===== src/rtl/mem_bus_arbiter.sv =====
// mem_bus_arbiter: round-robin sharing of one external memory bus between port 0 (CRP core) and port 1 (loader).
// Define MEM_ARB_LOCK_EN to let port 0 keep the bus for back-to-back accesses while lock0 is held.
module mem_bus_arbiter #(
    parameter int ADDR_W   = 15,
    parameter int DATA_W   = 8,
    parameter int READ_LAT = 1
) (
    input  logic              clk,
    input  logic              reset,
    input  logic              req0,
    input  logic              req1,
    input  logic              we0,
    input  logic              we1,
    input  logic [ADDR_W-1:0] addr0,
    input  logic [ADDR_W-1:0] addr1,
    input  logic [DATA_W-1:0] wdata0,
    input  logic [DATA_W-1:0] wdata1,
    input  logic              lock0,
    output logic              ready0,
    output logic              ready1,
    output logic [DATA_W-1:0] rdata0,
    output logic [DATA_W-1:0] rdata1,
    output logic [ADDR_W-1:0] memReqBus,
    output logic              memWriteReq,
    input  logic [DATA_W-1:0] memReadBus,
    output logic              busy,
    output logic              grantId
);

    generate
        if (READ_LAT < 1 || READ_LAT > 15) begin : g_bad_read_lat
            $error("mem_bus_arbiter: READ_LAT must be in 1..15");
        end
        if (DATA_W > ADDR_W) begin : g_bad_data_w
            $error("mem_bus_arbiter: DATA_W must not exceed ADDR_W");
        end
    endgenerate

    localparam logic [3:0] LAT_M1 = 4'(READ_LAT - 1);

    typedef enum logic [2:0] {
        S_IDLE,
        S_ADDR,
        S_WDATA,
        S_RWAIT,
        S_DONE
    } state_t;

    state_t              state_q;
    logic                we_q;
    logic [ADDR_W-1:0]   addr_q;
    logic [DATA_W-1:0]   wdata_q;
    logic [3:0]          cnt_q;
    logic                gid_q;
    logic [1:0]          ready_q;
    logic [DATA_W-1:0]   rdata_q [2];
    logic [ADDR_W-1:0]   bus_q;
    logic                wr_q;
    logic                busy_q;

    logic                lock_hold;
    logic                win_d;
    logic                win_we_d;
    logic [ADDR_W-1:0]   win_addr_d;
    logic [DATA_W-1:0]   win_wdata_d;

`ifdef MEM_ARB_LOCK_EN
    // Lock is armed by a port-0 DONE with lock0 high and lives for exactly the following IDLE cycle.
    logic lock_q;

    always_ff @(posedge clk or posedge reset) begin
        if (reset) begin
            lock_q <= 1'b0;
        end else if (state_q == S_DONE) begin
            lock_q <= lock0 & ~gid_q;
        end else if (state_q == S_IDLE) begin
            lock_q <= 1'b0;
        end
    end

    assign lock_hold = lock_q & req0;
`else
    logic unused_lock0;
    assign unused_lock0 = lock0;
    assign lock_hold    = 1'b0;
`endif

    // Winner selection: a lone requester wins; on a tie the port that did not win last time goes.
    always_comb begin
        win_d = 1'b0;
        if (lock_hold) begin
            win_d = 1'b0;
        end else if (req0 && req1) begin
            win_d = ~gid_q;
        end else if (req1) begin
            win_d = 1'b1;
        end
        win_we_d    = win_d ? we1    : we0;
        win_addr_d  = win_d ? addr1  : addr0;
        win_wdata_d = win_d ? wdata1 : wdata0;
    end

    always_ff @(posedge clk or posedge reset) begin
        if (reset) begin
            state_q    <= S_IDLE;
            we_q       <= 1'b0;
            addr_q     <= '0;
            wdata_q    <= '0;
            cnt_q      <= '0;
            gid_q      <= 1'b1;
            ready_q    <= '0;
            rdata_q[0] <= '0;
            rdata_q[1] <= '0;
            bus_q      <= '0;
            wr_q       <= 1'b0;
            busy_q     <= 1'b0;
        end else begin
            ready_q <= '0;
            case (state_q)
                S_IDLE: begin
                    if (req0 || req1) begin
                        state_q <= S_ADDR;
                        gid_q   <= win_d;
                        we_q    <= win_we_d;
                        addr_q  <= win_addr_d;
                        wdata_q <= win_wdata_d;
                        bus_q   <= win_addr_d;
                        wr_q    <= win_we_d;
                        busy_q  <= 1'b1;
                    end else begin
                        bus_q  <= '0;
                        wr_q   <= 1'b0;
                        busy_q <= 1'b0;
                    end
                end
                S_ADDR: begin
                    if (we_q) begin
                        state_q <= S_WDATA;
                        bus_q   <= ADDR_W'(wdata_q);
                        wr_q    <= 1'b1;
                    end else begin
                        state_q <= S_RWAIT;
                        bus_q   <= addr_q;
                        wr_q    <= 1'b0;
                        cnt_q   <= LAT_M1;
                    end
                end
                S_WDATA: begin
                    state_q        <= S_DONE;
                    bus_q          <= '0;
                    wr_q           <= 1'b0;
                    ready_q[gid_q] <= 1'b1;
                end
                S_RWAIT: begin
                    // The edge closing the last wait cycle is the only sampling point for memReadBus.
                    if (cnt_q == 4'd0) begin
                        state_q        <= S_DONE;
                        bus_q          <= '0;
                        wr_q           <= 1'b0;
                        ready_q[gid_q] <= 1'b1;
                        rdata_q[gid_q] <= memReadBus;
                    end else begin
                        cnt_q <= cnt_q - 4'd1;
                    end
                end
                S_DONE: begin
                    state_q <= S_IDLE;
                    bus_q   <= '0;
                    wr_q    <= 1'b0;
                    busy_q  <= 1'b0;
                end
                default: begin
                    state_q <= S_IDLE;
                    bus_q   <= '0;
                    wr_q    <= 1'b0;
                    busy_q  <= 1'b0;
                end
            endcase
        end
    end

    assign ready0      = ready_q[0];
    assign ready1      = ready_q[1];
    assign rdata0      = rdata_q[0];
    assign rdata1      = rdata_q[1];
    assign memReqBus   = bus_q;
    assign memWriteReq = wr_q;
    assign busy        = busy_q;
    assign grantId     = gid_q;

endmodule


===== config.mk =====
export PLATFORM = sky130hd
export DESIGN_NAME = mem_bus_arbiter
export DESIGN_NICKNAME = d
export VERILOG_FILES = /design/src/rtl/mem_bus_arbiter.sv
export SDC_FILE = /design/constraint.sdc
export NUM_CORES = 1
export LEC_CHECK = 0
export CAP_MARGIN = 0
export CORE_MARGIN = 2
export CORE_UTILIZATION = 52
export CTS_BUF_LIST = sky130_fd_sc_hd__clkbuf_4 sky130_fd_sc_hd__clkbuf_8
export CTS_CLUSTER_DIAMETER = 60
export DETAILED_ROUTE_END_ITERATION = 10
export GPL_TIMING_DRIVEN = 0
export PLACE_DENSITY_LB_ADDON = 0.2
export SYNTH_ARGS = -nofsm -noshare
export SYNTH_HDL_FRONTEND = slang
export SYNTH_SLANG_ARGS = --single-unit

===== constraint.sdc =====
create_clock -name clk -period 6.1 [get_ports clk]
set_input_delay 0.915 -clock clk [delete_from_list [all_inputs] [get_ports clk]]
set_output_delay 0.915 -clock clk [all_outputs]
set_load 0.05 [all_outputs]

==> results.toml <==
[timing]
setup_tns_ns = 0
fin_skew_ns = 0.00358
slew_violations = 0
fmax_mhz = 360
hold_violations = 0
post-route-min-period_ns = 2.78
final-setup-viol-count = 0
period_share = 0.456
grt_setup_unrepaired = "false"
worst_pin_slew_ns = 0.922
relSlewSlack = 0.380

[logic_synthesis]
synth_top_area_cell = "dfrtp_1"
ys_warn_count = 0
yosysSeqAreaShare = 0.537
synth.distinct_cells = 37
synth_nets = 308
avgSynthCellArea_um2 = 12.7
async_reset_ff_frac = 1.00
synth_top_area_share = 0.529
synth_edf_count = 0
synthCells = 246
netlist_area_um2 = 3120
synth_seq_cells = 67
netlist_top_cells_count = "66 x dfrtp_1, 40 x mux2i_1, 27 x mux2_2, 23 x inv_1"
synth_area_leaders = "dfrtp_1 53%, mux2i_1 13%, mux2_2 9.7%"
synth-main-ff-cell = "dfrtp_1"
yosysMostFrequentCell = "dfrtp_1"

[critical_path]
critPathLaunchType = "primary input"
critPathMaxFanout = 10
crit_path_start = "req1"
cp.arrival_ns = 2.98
reg2reg_to = "wdata_q[2]$_DFFE_PP0P_"
critPathRequiredTime_ns = 6.30
crit_end = "memWriteReq$_DFFE_PP0P_"
cp-end-kind = "flip-flop"
critical_path_class = "in2reg"
worstReg2RegStart = "state_q[1]$_DFFE_PP0P_"
r2r_cells = 4
r2r_setup_slack_ns = 3.85

[pwr]
p_clk_frac = 0.142
internal_power_w = 0.00135
power-per-cell-area_nw_per_um2 = 547
power_frac_seq = 0.321
p_switching_w = 0.00104
p_total_w = 0.00239
p_sw_frac = 0.433
leakagePower_nw = 1.95
ir_worst_vdd_uv = 325
combPwrFrac = 0.537

[route]
first_pass_iters = 4
viasPerCell = 5.33
drt_iter0_drc = 98
wl_mm = 6.86
vias = 2308
drc = 0
wl_per_cell_um = 15.8
drtAntennaViolNets = 0

[floorplanning]
core-area_um2 = 5850
io_pins = 97
row_count = 28
die_w_um = 81.5
die_height_um = 81.5
dieArea_um2 = 6640
initial_core_util = 0.534

[clock_network]
clk_pin_slew_worst_paths_ns = 0.07
clkLatencyLatePin_ns = 0.34
cts_tree = "done"
ctsHtreeMaxLevel = 3
cts-root-buf = "clkbuf_8"
cts.sinks = 67
cts_buffers = 9
post_cts_resized = 0
postCtsSetupBuffers = 0
cts_hold_buffers = 0
clk_path_buf_depth = 2

[cells_and_area]
nets = 415
antenna_cells = 0
area.growth.synth_to_final_pct = 40.0
fillerInstances = 405
drive_above_1_share = 0.187

[placed_design]
dp_hpwl_mm = 4.98
io_buffers = 95
gp_congestion = 0.756

[global_routing]
antenna_found_initial = 0
grt_max_degree = 46
grt_pass1_vias = 2362
grt_overflow = 0
grt_pass1_wl_mm = 10.9
grt_util_all_layers = 0.221

[worst_hold_path]
hp-class = "reg2reg"

[run]
cap_violations = 0

[outcome]
outcome = "finished, final reports clean"
[logic make-up after synthesis]
| family | share of synthesized area |
|---|---|
| AOI/OAI and AO/OA | 0.0793 |
| adders and majority gates | 0.00401 |
| buffers and inverters | 0.0573 |
| DFF | 0.537 |
| muxes | 0.264 |
| and+or+nand+nor | 0.0581 |
[critical path, cell delays in order]
cell	delay, ns
clkdlybuf4s50_1	0.47
a21boi_2	0.45
buf_4	0.31
buf_2	0.34
mux2i_1	0.35
o221ai_1	0.15
[layer usage]
| layer | track usage | wire (um) |
|---|---|---|
| met1 | 0.272 | 2810 |
| met2 | 0.366 | 3440 |
| met3 | 0.0659 | 473 |
| met4 | 0.0915 | 130 |
| met5 | 0 | 0 |
[power groups by stage]
stage	Sequential, W	Combinational (W)	Clock [W]
6_report	0.000766	0.00128	0.000340
5_1_grt	0.000788	0.00136	0.000366
3_5_place_dp	0.000773	0.00129	0
3_3_place_gp	0.000764	0.00126	0
2_1_floorplan	0.00111	0.000545	0
4_1_cts	0.000766	0.00129	0.000345
[worst min path at each step]
stage | start | endpoint | slack, ns | cells past startpoint
after floorplan | addr_q[10]$_DFFE_PP0P_ | memReqBus[10]$_DFFE_PP0P_ | 0.46 | 2
after global placement | addr_q[13]$_DFFE_PP0P_ | memReqBus[13]$_DFFE_PP0P_ | 0.47 | 2
after detailed placement | addr_q[12]$_DFFE_PP0P_ | memReqBus[12]$_DFFE_PP0P_ | 0.48 | 2
after CTS | addr_q[12]$_DFFE_PP0P_ | memReqBus[12]$_DFFE_PP0P_ | 0.49 | 2
after global routing | rdata1[1]$_DFFE_PP0P_ | rdata1[1]$_DFFE_PP0P_ | 0.52 | 1
final | addr_q[9]$_DFFE_PP0P_ | memReqBus[9]$_DFFE_PP0P_ | 0.49 | 2
[area by class of cell]
cell class,instances,area [um^2],area share
Buffer,17,92.6,0.0212
Clock inverter,2,10.0,0.00229
Tap cell,75,93.8,0.0215
Multi-Input combinational cell,139,1270,0.290
Timing Repair Buffer,96,971,0.222
Clock buffer,14,174,0.0398
Inverter,23,86.3,0.0197
Sequential cell,67,1680,0.384
[flip-flops by register name (all words and copies together) (netlist names)]
signal       flops
we_q             1
rdata0           8
grantId          1
rdata1           8
cnt_q            4
memReqBus       15
wdata_q          8
addr_q          15
state_q          3
memWriteReq      1
busy             1
ready_q          2
[per-stage QoR]
step | cells | setup slack, ns | util | instance area (um^2) | hold WS (ns)
6_report | 433 | 3.32 | 0.747 | 4370 | 0.493
5_1_grt | 433 | 3.21 | 0.747 | 4370 | 0.521
4_1_cts | 433 | 3.32 | 0.747 | 4370 | 0.494
3_5_place_dp | 417 | 2.95 | 0.716 | 4190 | 0.480
3_3_place_gp | 416 | 2.43 | 0.712 | 4170 | 0.470
2_1_floorplan | 246 | 3.50 | - | 3120 | 0.461
[placed cells by master, fill, tap and decap left out, types with 2 or more instances in the layout]
master           synthesis  final
a211oi_1                 2      2
a31o_2                   2      2
a32oi_1                  7      7
buf_2                    2      2
buf_4                    3      3
buf_6                    2      2
clkbuf_1                 9      9
clkbuf_4                 0      3
clkbuf_8                 0     11
clkdlybuf4s50_1          0     95
clkinv_2                 0      2
dfrtp_1                 66     66
inv_1                   23     22
mux2_2                  27     27
mux2_4                   8      8
mux2i_1                 40     40
nand2_1                  3      3
nand3_1                  9      9
nor2_1                   5      5
nor3_1                   3      3
o21ai_0                  7      7
o221ai_1                 9      9
Power figures use the tool's default switching activity.
